`src/rtl/and_net_settle_monitor_pkg.sv`:
```
// Shared definitions for the AND-network settle monitor: FSM state
// encoding, synchroniser depth, comparison start cycle and glitch width.
`timescale 1ns/1ps
package and_net_pkg;

  typedef enum logic [1:0] {
    IDLE   = 2'd0,
    WAIT   = 2'd1,
    STABLE = 2'd2,
    REPORT = 2'd3
  } state_t;

  // Number of flops between the asynchronous net output and the FSM.
  localparam int SYNC_STAGES = 2;

  // First cnt value at which the synchronised output reflects post-launch
  // data (launch edge + SYNC_STAGES sampling edges).
  localparam int CMP_START = 3;

  // Width of the saturating glitch counter.
  localparam int GLITCH_W = 4;

  // Increment that sticks at the all-ones value instead of wrapping.
  function automatic logic [GLITCH_W-1:0] sat_inc(input logic [GLITCH_W-1:0] v);
    return (&v) ? v : v + GLITCH_W'(1);
  endfunction

endpackage

```
`src/rtl/and_net_settle_monitor_sync2.sv`:
```
// Multi-flop synchroniser for a single asynchronous bit; all flops clear
// to 0 on reset so the first synchronised value after reset is known.
`timescale 1ns/1ps
module sync2
  import and_net_pkg::*;
(
  input  logic clock,
  input  logic reset_n,
  input  logic d,
  output logic q
);

  logic [SYNC_STAGES-1:0] chain;

  // Shift the asynchronous input through the synchroniser chain.
  always_ff @(posedge clock or negedge reset_n) begin
    if (!reset_n) begin
      chain <= '0;
    end else begin
      chain <= {chain[SYNC_STAGES-2:0], d};
    end
  end

  assign q = chain[SYNC_STAGES-1];

endmodule

```
`src/rtl/and_net_settle_monitor.sv`:
```
// Launch-and-measure wrapper for the four-input AND delay network.
// Drives a registered test vector onto the network, synchronises the
// network output, and reports settle time, glitch count and timeout.
//
// Launch handshake: a launch is accepted on any rising clock edge where
// launch_valid && launch_ready. launch_ready is high only in IDLE, so while
// a measurement is in flight launch_valid is ignored and launch_vec may
// change freely without affecting drv_vec.
`timescale 1ns/1ps
module and_net_settle_monitor
  import and_net_pkg::*;
#(
  parameter int CNT_W      = 8,
  parameter int STABLE_CNT = 2,
  parameter int TIMEOUT    = 200
) (
  input  logic                clock,
  input  logic                reset_n,
  input  logic                launch_valid,
  output logic                launch_ready,
  input  logic [3:0]          launch_vec,
  output logic [3:0]          drv_vec,
  input  logic                net_out,
  output logic                expected,
  output logic                done,
  output logic [CNT_W-1:0]    settle_cycles,
  output logic                timeout,
  output logic [GLITCH_W-1:0] glitches,
  output logic [1:0]          dbg_state
);

  localparam logic [1:0] ST_IDLE   = IDLE;
  localparam logic [1:0] ST_WAIT   = WAIT;
  localparam logic [1:0] ST_STABLE = STABLE;
  localparam logic [1:0] ST_REPORT = REPORT;

  localparam logic [CNT_W-1:0] CMP_START_C = CNT_W'(CMP_START);
  localparam logic [CNT_W-1:0] TIMEOUT_C   = CNT_W'(TIMEOUT);
  localparam logic [CNT_W-1:0] STABLE_C    = CNT_W'(STABLE_CNT);

  logic [1:0]       state;
  logic             s;
  logic             s_prev;
  logic [CNT_W-1:0] cnt;
  logic [CNT_W-1:0] stab;
  logic [CNT_W-1:0] first;

  logic             cmp_en;
  logic             match;
  logic             toggled;
  logic [CNT_W-1:0] stab_nxt;

  sync2 u_sync (
    .clock   (clock),
    .reset_n (reset_n),
    .d       (net_out),
    .q       (s)
  );

  // Delayed copy of the synchronised output for transition detection.
  always_ff @(posedge clock or negedge reset_n) begin
    if (!reset_n) begin
      s_prev <= 1'b0;
    end else begin
      s_prev <= s;
    end
  end

  // Blanking: before CMP_START the synchroniser still holds pre-launch data.
  assign cmp_en   = (cnt >= CMP_START_C);
  assign match    = (s == expected);
  assign toggled  = (s != s_prev);
  // A match in WAIT starts a new run of one; in STABLE it extends the run.
  assign stab_nxt = (state == ST_WAIT) ? CNT_W'(1) : stab + CNT_W'(1);

  assign launch_ready = (state == ST_IDLE);
  assign dbg_state    = state;

  // Measurement FSM: launch, blank, watch for a stable match, report.
  always_ff @(posedge clock or negedge reset_n) begin
    if (!reset_n) begin
      state         <= ST_IDLE;
      drv_vec       <= '0;
      expected      <= 1'b0;
      done          <= 1'b0;
      settle_cycles <= '0;
      timeout       <= 1'b0;
      glitches      <= '0;
      cnt           <= '0;
      stab          <= '0;
      first         <= '0;
    end else begin
      done <= 1'b0;
      case (state)
        ST_IDLE: begin
          if (launch_valid) begin
            drv_vec  <= launch_vec;
            expected <= &launch_vec;
            cnt      <= CNT_W'(1);
            stab     <= '0;
            glitches <= '0;
            timeout  <= 1'b0;
            state    <= ST_WAIT;
          end
        end

        ST_WAIT, ST_STABLE: begin
          if (cmp_en && toggled) begin
            glitches <= sat_inc(glitches);
          end
          // Timeout wins over a settle completing on the same edge.
          if (cnt == TIMEOUT_C) begin
            settle_cycles <= TIMEOUT_C;
            timeout       <= 1'b1;
            done          <= 1'b1;
            state         <= ST_REPORT;
          end else begin
            cnt <= cnt + CNT_W'(1);
            if (cmp_en) begin
              if (match) begin
                stab <= stab_nxt;
                if (state == ST_WAIT) begin
                  first <= cnt;
                end
                if (stab_nxt == STABLE_C) begin
                  settle_cycles <= (state == ST_WAIT) ? cnt : first;
                  done          <= 1'b1;
                  state         <= ST_REPORT;
                end else begin
                  state <= ST_STABLE;
                end
              end else begin
                stab  <= '0;
                state <= ST_WAIT;
              end
            end
          end
        end

        ST_REPORT: begin
          state <= ST_IDLE;
        end

        default: begin
          state <= ST_IDLE;
        end
      endcase
    end
  end

endmodule

```
`config.mk`:
```
export PLATFORM = sky130hd
export DESIGN_NAME = and_net_settle_monitor
export DESIGN_NICKNAME = d
export VERILOG_FILES = /design/src/rtl/and_net_settle_monitor_pkg.sv /design/src/rtl/and_net_settle_monitor_sync2.sv /design/src/rtl/and_net_settle_monitor.sv
export SDC_FILE = /design/constraint.sdc
export NUM_CORES = 1
export LEC_CHECK = 0
export CAP_MARGIN = 20
export CORE_AREA = 5 5 63 93
export DETAILED_ROUTE_END_ITERATION = 6
export DIE_AREA = 0 0 68 98
export GPL_TIMING_DRIVEN = 0
export PLACE_DENSITY = 0.84
export RECOVER_POWER = 25
export SYNTH_ARGS = -nofsm -noshare
export SYNTH_HDL_FRONTEND = slang
export SYNTH_SLANG_ARGS = --single-unit
```
`constraint.sdc`:
```
create_clock -name clock -period 2.55 [get_ports clock]
set_clock_uncertainty 0.15 [all_clocks]
set_input_delay 0.51 -clock clock [delete_from_list [all_inputs] [get_ports clock]]
set_output_delay 0.51 -clock clock [all_outputs]
set_load 0.01 [all_outputs]
```
== Word level (Yosys, flattened, before mapping) ==
Cells that the tools add are included.
Operators by class
  add/sub/neg operators: 3
  $mul: 0
  div/mod/pow operators: 0
  magnitude comparators: 1
  eq/ne operators: 14
  shift operators: 0
  multiplexer cells: 32
  bitwise logic cells: 1
  reductions and logical operators: 17
Operator list (count)
  $mux 8: 12
  $pmux 8 s2: 2
  $reduce_and 4->1: 6
  $add 8x1->8 const B: 2
  $mux 4: 3
  $ne 2x2->1 const B: 6
  $eq 8x2->1 const B: 1
  $eq 8x8->1 const B: 1
  $ge 8x2->1 const B: 1
  $mux 1: 8
  $mux 2: 4
  $pmux 4 s2: 1
  $reduce_bool 2->1: 4
  $pmux 2 s3: 1
  $reduce_and 3->1: 2
  $add 4x1->4 const B: 1
  $eq 2x2->1 const B: 2
  $reduce_and 2->1: 2
  $ne 3x3->1 const B: 1
  $eq 2x1->1 const B: 1
  $logic_not 2->1: 1
  $pmux 1 s2: 1
  $reduce_or 2->1: 1
  $eq 1x1->1: 1
  other kinds (3): 3
Storage, ports and cells
  flip-flop bits (word level): 48
  latch bits: 0
  RAM bits: 0
  ROM bits: 0
  memories: 0

== Depth between registers and ports, before layout ==
  word-level depth: 8
  mapped depth: 9
  gate-level depth less buffers: 7

== By module ==
Synthesis repeated with hierarchy kept, for this count alone.
Unflattened totals
  cells, all modules: 227
  area, all modules: 2476.1 sq um
Modules (own cells, without submodules)
  and_net_settle_monitor: times used 1, cells each 225, area each 2426.1 sq um, seq. area each 1151.1 sq um
  sync2: times used 1, cells each 2, area each 50.0 sq um, seq. area each 50.0 sq um

== Worst setup path before layout ==
OpenSTA, ideal clock, no wires.
  path type: flip-flop to flip-flop
  from: register state[0] (netlist: dbg_state[0])
  to: register stab[4]
  setup time: 0.082 ns
  arrival: 1.948 ns
  path slack: 0.370 ns
  stages on the path, launching flop included: 10
  path buffers: 2
  clock period less this slack: 2.180 ns
  path through: dfrtp_1 > inv_1 > ha_1 > clkbuf_1 > mux2_2 > nand3_1 > a211oi_2 > buf_4 > a41oi_1 > a31oi_1
Between the ends
  word-level cells in the longest chain between the ends: 6
  elaborated cells between the ends (all ways): 14
  those cells by class: 5 x eq/ne; 5 x mux; 4 x reduce/logical
Ends and longest elaborated chain
  start: declaration: line and_net_settle_monitor.sv:41  | logic [1:0] state;
  start signal: assignment: line and_net_settle_monitor.sv:82  | state <= ST_IDLE;
  start signal: assignment: line and_net_settle_monitor.sv:103  | state <= ST_WAIT;
  start signal: assignment: line and_net_settle_monitor.sv:116  | state <= ST_REPORT;
  $eq 2x1->1: line and_net_settle_monitor.sv:74, and_net_settle_monitor.sv:94
  $mux 8: line and_net_settle_monitor.sv:74  | assign stab_nxt = (state == ST_WAIT) ? CNT_W'(1) : stab + CNT_W'(1);
  $mux 8: line and_net_settle_monitor.sv:120  | if (match) begin
  $mux 8: line and_net_settle_monitor.sv:119  | if (cmp_en) begin
  $mux 8: line and_net_settle_monitor.sv:112  | if (cnt == TIMEOUT_C) begin
  $pmux 8 s2: line and_net_settle_monitor.sv:94  | case (state)
  end signal: assignment: line and_net_settle_monitor.sv:121  | stab <= stab_nxt;
  end: declaration: line and_net_settle_monitor.sv:45  | logic [CNT_W-1:0] stab;
Parallel ways exist; a longest one is shown, timed or not. The select of a mux whose other input is x is not followed.
A chain may end at the register's enable or synchronous reset.

== Final worst setup path ==
  from: register cnt[0]
  to: register stab[2]
Between the ends
  word-level cells in the longest chain between the ends: 3
  elaborated cells between the ends (all ways): 5
  those cells by class: 1 x order compare; 3 x eq/ne; 1 x reduce/logical
Ends and longest elaborated chain
  start: declaration: line and_net_settle_monitor.sv:44  | logic [CNT_W-1:0] cnt;
  start signal: assignment: line and_net_settle_monitor.sv:118  | cnt <= cnt + CNT_W'(1);
  $ge 8x2->1 or $eq 8x8->1 (tied branches): line and_net_settle_monitor.sv:70, and_net_settle_monitor.sv:112
  $ne 2x2->1 (no source line)
  $reduce_and 4->1 (no source line) (*)
Mark *: on every way between the ends. The rest lies on a longest branch, timed or not.

==> impl_metrics.csv <==
group,metric,value,unit
run_status,status,"finished clean",
synth,synth-adder-area-share,3.54,%
worst_setup_path,slowest_stage,"dfrtp_1",
pwr,p_sw,0.00103,W
worst_setup_path,arrival,2390,ps
detailed_routing,ant_nets,0,
synth,synthMuxAreaShare,9.70,%
final_layout,final-seq-area,1200,sq um
sta,relSlewSlack,26.8,%
final_layout,drive_gt1_share,14.9,%
sta,max_freq,420,MHz
final_layout,layout.nets,285,
worst_setup_path,critical_path_required,2560,ps
synth,synthSimpleGateAreaFrac,17.7,%
global_routing,grt_overflow,0,
pwr,leakage,1.34,nW
synth,yosysSeqAreaShare,48.5,%
placement,post-place-ws,130,ps
pwr,switching_share,37.1,%
final_layout,syn_to_final_growth,18.9,%
worst_hold_path,worstHoldStart,"u_sync.chain[0]",
sta,setup_slack,171,ps
detailed_routing,drtIter0Drc,110,
pwr,intPower,0.00174,W
worst_setup_path,crit_path_start,"cnt[0]",
cts,cts_tree,"built",
worst_setup_path,max_stage_delay,480,ps
job,max-cap-violations,0,
pwr,p_clk_share,19.1,%
floorplan,die_x,68,um
sta,slew_viol_final,0,
placement,routabilityCongestion,0.852,
worst_hold_path,hold_class,"reg2reg",
cts,cts-root-buf,"clkbuf_8",
sta,min_period,2380,ps
pwr,power_density,941,nW/um^2
synth,syn_nets,249,
pwr,ir_drop,0.587,mV
cts,cts_resized,0,
floorplan,core,5000,sq um
detailed_routing,routedWlPerCell,15.0,um
final_layout,fin_util,58.9,%
synth,synth_compound_area_share,14.1,%
synth,syn_area_per_cell,10.6,sq um
final_layout,finish.instance_area,2950,sq um
sta,hold_viol,0,
floorplan,pin_count,30,
synth,synth_top_family_by_area,"simple AND/OR/NAND/NOR gates",
cts,clk_latency,300,ps
detailed_routing,drtPass1Iterations,4,
detailed_routing,dr_total_vias,1884,
detailed_routing,top_layer_used,"met4",
floorplan,core.rowCount,32,
detailed_routing,drc,0,
sta,setup_viol,0,
detailed_routing,wl_met2,2810,um
worst_setup_path,rrSetupSlack,170,ps
synth,synth_area,2480,sq um
floorplan,die-area,6660,sq um
synth,synth-warning-count,0,
detailed_routing,wl,5060,um
cts,cts_hold_buf,0,
synth,synthXorXnorAreaFrac,2.83,%
final_layout,multiInputGateArea,1190,sq um
sta,worst_slew_pin_slew,1100,ps
global_routing,grt_pass1_wl,8680,um
global_routing,first_global_vias,1879,
pwr,p_comb_share,43.1,%
synth,yosys_register_bits,48,
detailed_routing,wl_met3,156,um
floorplan,floorplan.initialDensity,49.5,%
global_routing,grt_max_degree,29,
cts,cts.reportedPaths.clkPinSlew,90,ps
floorplan,die-height,98,um
final_layout,n_fill_cell,428,
synth,yosysUniqueCellTypes,47,
synth,synthCells,234,
cts,cts_buffer_depth,2,
global_routing,grt.total_usage,16.9,%
placement,hpwl,3780,um
cts,htreeDepth,2,
sta,rsz0062_at_grt,"no",
worst_setup_path,startpoint_type,"flop",
cts,numClockSinks,48,
sta,min_period_over_period,93.3,%
placement,place_area,2870,sq um
worst_setup_path,end_kind,"flop",
worst_setup_path,crit_chain,"inv_1 > ha_1 > and4_1 > nand3_1 > nand2_1 > a21oi_1 > a31oi_1",
detailed_routing,wl_met1,1990,um
global_routing,antenna_found_initial,0,
worst_setup_path,cp_max_fo,9,
final_layout,diodes,0,
placement,portBuffers,29,
cts,numCtsBuffers,5,
cts,post_cts_buffers,0,
worst_setup_path,r2r_start,"cnt[0]",
worst_setup_path,criticalPathCategory,"reg2reg",
detailed_routing,routed_via_density,5.59,
pwr,pwr-share-seq,37.9,%
[logic make-up (layout without fill, tap and decap cells)]
family	Yosys count	in the layout
and+or+nand+nor	79	79
AOI/OAI and AO/OA	52	52
DFF	48	48
muxes	22	22
buffers and inverters	18	53
xor gates and xnor gates	8	8
adders and majority gates	7	7
[metal layers]
metal | global-route usage, % | vias to the layer above
met5 | 0 | -
met4 | 5.97 | 0
met3 | 3.80 | 9
met2 | 30.1 | 26
met1 | 18.9 | 940
li1 | - | 909
[through the flow]
stage / std cells / total power, W / TNS [ps] / hold slack [ps]
after floorplan: 234 / 0.00185 / 0 / 64.4
final: 337 / 0.00277 / 0 / 210
after global placement: 331 / 0.00223 / -24300 / 185
after detailed placement: 332 / 0.00226 / 0 / 197
after global routing: 337 / 0.00297 / 0 / 232
after CTS: 338 / 0.00279 / 0 / 22.8
[synthesized netlist by cell type, drive strengths merged]
library cell / number / area [sq um]
nand3: 13 / 65.1
a21oi: 12 / 60.1
a21o: 3 / 22.5
mux2i: 6 / 60.1
a32o: 1 / 10.0
dfrtp: 48 / 1200
nand3b: 1 / 7.51
o211ai: 1 / 7.51
or2b: 1 / 8.76
a211o: 1 / 8.76
a21boi: 1 / 7.51
nor4bb: 1 / 25.0
nor3: 6 / 41.3
a41oi: 1 / 8.76
nand2: 23 / 88.8
nor2: 13 / 48.8
and4: 2 / 20.0
and3: 2 / 12.5
o31ai: 1 / 7.51
nand2b: 4 / 25.0
ha: 7 / 87.6
o21ai: 11 / 55.1
or2: 3 / 18.8
xnor2: 5 / 43.8
nor4: 2 / 27.5
or3: 2 / 12.5
a31oi: 4 / 25.0
and2: 2 / 12.5
a22o: 3 / 26.3
buf: 5 / 38.8
nand4: 4 / 25.0
inv: 10 / 37.5
xor2: 3 / 26.3
o32a: 4 / 40.0
a311o: 1 / 11.3
mux2: 16 / 180
o22ai: 5 / 31.3
a211oi: 1 / 12.5
o21a: 1 / 7.51
a31o: 1 / 8.76
clkbuf: 3 / 11.3
[cell usage in the layout (no fill, tap or decap), drive strengths merged, types with 3 or more instances in the layout]
| master | instances |
|---|---|
| dfrtp | 48 |
| clkdlybuf4s50 | 27 |
| nand2 | 23 |
| mux2 | 16 |
| nor2 | 13 |
| nand3 | 13 |
| a21oi | 12 |
| o21ai | 11 |
| inv | 10 |
| clkbuf | 9 |
| ha | 7 |
| mux2i | 6 |
| nor3 | 6 |
| xnor2 | 5 |
| o22ai | 5 |
| buf | 5 |
| o32a | 4 |
| nand4 | 4 |
| nand2b | 4 |
| a31oi | 4 |
| or2 | 3 |
| xor2 | 3 |
| a21o | 3 |
| a22o | 3 |
[final timing paths]
kind,to,depth (start not counted)
max,stab[2],7
min,u_sync.chain[1],0
max reg2reg,stab[2],7
min reg2reg,u_sync.chain[1],0
max in group asynchronous,cnt[4],2
min in group asynchronous,stab[5],1
[critical path: cells and delay by family, from the launching register on]
kind                     cells  cell delay (ps)
AO/OA/AOI/OAI                2              560
adder cells (fa/ha/maj)      1              200
buffers and inverters        1               70
flip-flops                   1              480
AND/OR/NAND/NOR              3              780
[power groups by stage]
stage / logic [W] / registers, W / clock network, W
after floorplan: 0.000782 / 0.00107 / 0
after global placement: 0.00117 / 0.00106 / 0
after detailed placement: 0.00120 / 0.00107 / 0
after CTS: 0.00121 / 0.00105 / 0.000535
after global routing: 0.00133 / 0.00108 / 0.000568
final: 0.00119 / 0.00105 / 0.000529
[state kept, by name, indices dropped and copies added (netlist names)]
register and cells:
cnt 8, first 8, settle_cycles 8, stab 8, drv_vec 4, glitches 4, dbg_state 2, u_sync.chain 2
done 1, expected 1, s_prev 1, timeout 1
[area by class of cell]
type                       instances  area share, %
sequential                        48           40.8
multi-input combinational        168           40.3
timing repair buffer              30           9.81
tap                               68           2.89
clock buffer                       5           2.34
buffer                             7           1.57
inverter                          10           1.27
clock inverter                     1           1.02
(Power assumes the default switching activity.)
==> RTL change (same flow settings) <==
The parameter `CNT_W` goes from 8 to 12.
--- a/src/rtl/and_net_settle_monitor.sv
+++ b/src/rtl/and_net_settle_monitor.sv
@@ -11,5 +11,5 @@
   import and_net_pkg::*;
 #(
-  parameter int CNT_W      = 8,
+  parameter int CNT_W      = 12,
   parameter int STABLE_CNT = 2,
   parameter int TIMEOUT    = 200
Interface: changed (resized settle_cycles); port bits go from 30 to 34. The function was not compared with the original's and may differ.
==> RTL change against the unedited design <==
  * The run now ends with max-capacitance violations, max-slew violations left
  * Final cell count grew 25%
  * Routed wire length is 43% higher
  * First-iteration DRC count grew 11%
  * Global-route usage grew 7.9 points
  * Area after synthesis rose by 34%
  * Maximum frequency shrank 2.2%
  * Power grew 44%
  * Non-clock buffer count grew 11
  * Sequential cell count rose by 16
  * Setup slack worse by 0.055 ns
  * Cell area up 35%
  * Critical path type unchanged
  * Largest cell class is now multi-input combinational cells
  * Highest routed layer unchanged
==> RTL change: results (changes against the unedited design) <==
Run status
  – Status: complete, but fails checks
  – Failing checks: max-capacitance violations, max-slew violations

Route
  – WL met3: 184 um (+18%)
  – Drt initial violations: 122 (+11%)
  – Routed wire per std cell: 17.2 um (+15%)
  – Met2 WL: 4000 um (+43%)
  – Wl on met1: 2840 um (+43%)
  – Vias: 2523 (+34%)

GRT
  – First-pass GRT wire length: 12600 um (+45%)
  – GR Util All Layers: 0.247 (+0.0786)
  – Grt met2 use: 0.412 (+0.111)
  – Met1 Usage GRT: 0.292 (+0.103)
  – Vias in the first global route: 2613 (+39%)
  – Largest net degree at the start of global routing: 65 (+120%)

Clock tree
  – Clock transition at the registers of the reported paths: 0.07 ns (-0.02 ns)
  – Total CTS buffers: 9 (+4)

Finish
  – Layout cells sized above 1: 0.212 (+0.0638)

Yosys
  – Synth top cells by count: 64 x dfrtp_1, 26 x nor2_1, 22 x o21ai_0, 21 x mux2_2, 17 x nand2_1
  – Sequential share of the synthesized area: 0.483 (-0.00189)
  – Synth unique cells: 58 (+23%)
  – Largest cells by area after synthesis: dfrtp_1 48%, mux2_2 7.1%, mux2i_1 3.3%

Place
  – Port bufs: 33 (+14%)
  – Placed inst area: 3730 sq um (+30%)
  – Placer Congestion: 0.836 (-1.9%)
  – Dpl ws: -0.445 ns (-0.575 ns)
  – Hpwl dp: 5080 um (+34%)

Power and ir drop
  – Worst vdd ir: 0.668 mV (+14%)
  – Pleak: 1.80 nW (+34%)

Critical path
  – Worst path arrival time: 2.51 ns (+0.12 ns)
  – R2r endpoint: first[6]
  – Reg-to-Reg Start: cnt[1]

STA
  – Slew Limit Fails: 65 (+65)
  – Worst slew margin: -0.0480 (-0.316)

Flow run
  – Maxcap violations: 1 (+1)
-- RTL change: cell types whose count changed after synthesis, sizes merged, moves of 6 or more --
cell	before	now
xor2	3	9
o2bb2ai	0	9
dfrtp	48	64
o21ai	11	22
a21oi	12	4
and3	2	8
nand2	23	17
nor2	13	27
-- RTL change: power groups by stage --
stage / clock network [mW] / logic, mW / registers [mW]
6_report: 0.872 / 1.71 / 1.42
5_1_grt: 0.933 / 1.88 / 1.45
4_1_cts: 0.887 / 1.67 / 1.41
3_5_place_dp: 0 / 1.64 / 1.43
3_3_place_gp: 0 / 1.60 / 1.42
2_1_floorplan: 0 / 1.03 / 1.45
-- RTL change: cells by family after synthesis --
logic type                 Yosys count  share of synthesized area
buffers and inverters               22                     0.0381
xor gates and xnor gates            16                     0.0423
DFF                                 64                      0.483
adders and majority gates            8                     0.0302
and+or+nand+nor                    101                      0.171
AOI/OAI and AO/OA                   60                      0.131
muxes                               32                      0.105
-- RTL change: worst max-delay path: stages, from the launching register on --
cell and delay, ns:
dfrtp_1 0.41, ha_1 0.32, nor4_2 0.09, and3_2 0.28
nor2_4 0.19, and3_1 0.24, buf_2 0.27, mux2_2 0.37
-- RTL change: layout make-up --
class                           count  area (sq um)
Fill cell                         337          1020
Timing Repair Buffer               36           348
Clock buffer                       11           141
Clock inverter                      5          56.3
Inverter                            8          30.0
Multi-Input combinational cell    217          1630
Sequential cell                    64          1600
Buffer                             12          93.8
Tap cell                           68          85.1
-- RTL change: timing repair --
action	in CTS	in global routing
buffers inserted	1	2
setup endpoints to repair	14	28
endpoints found under the hold margin	0	0
resized for setup	6	12
pin swaps	1	0
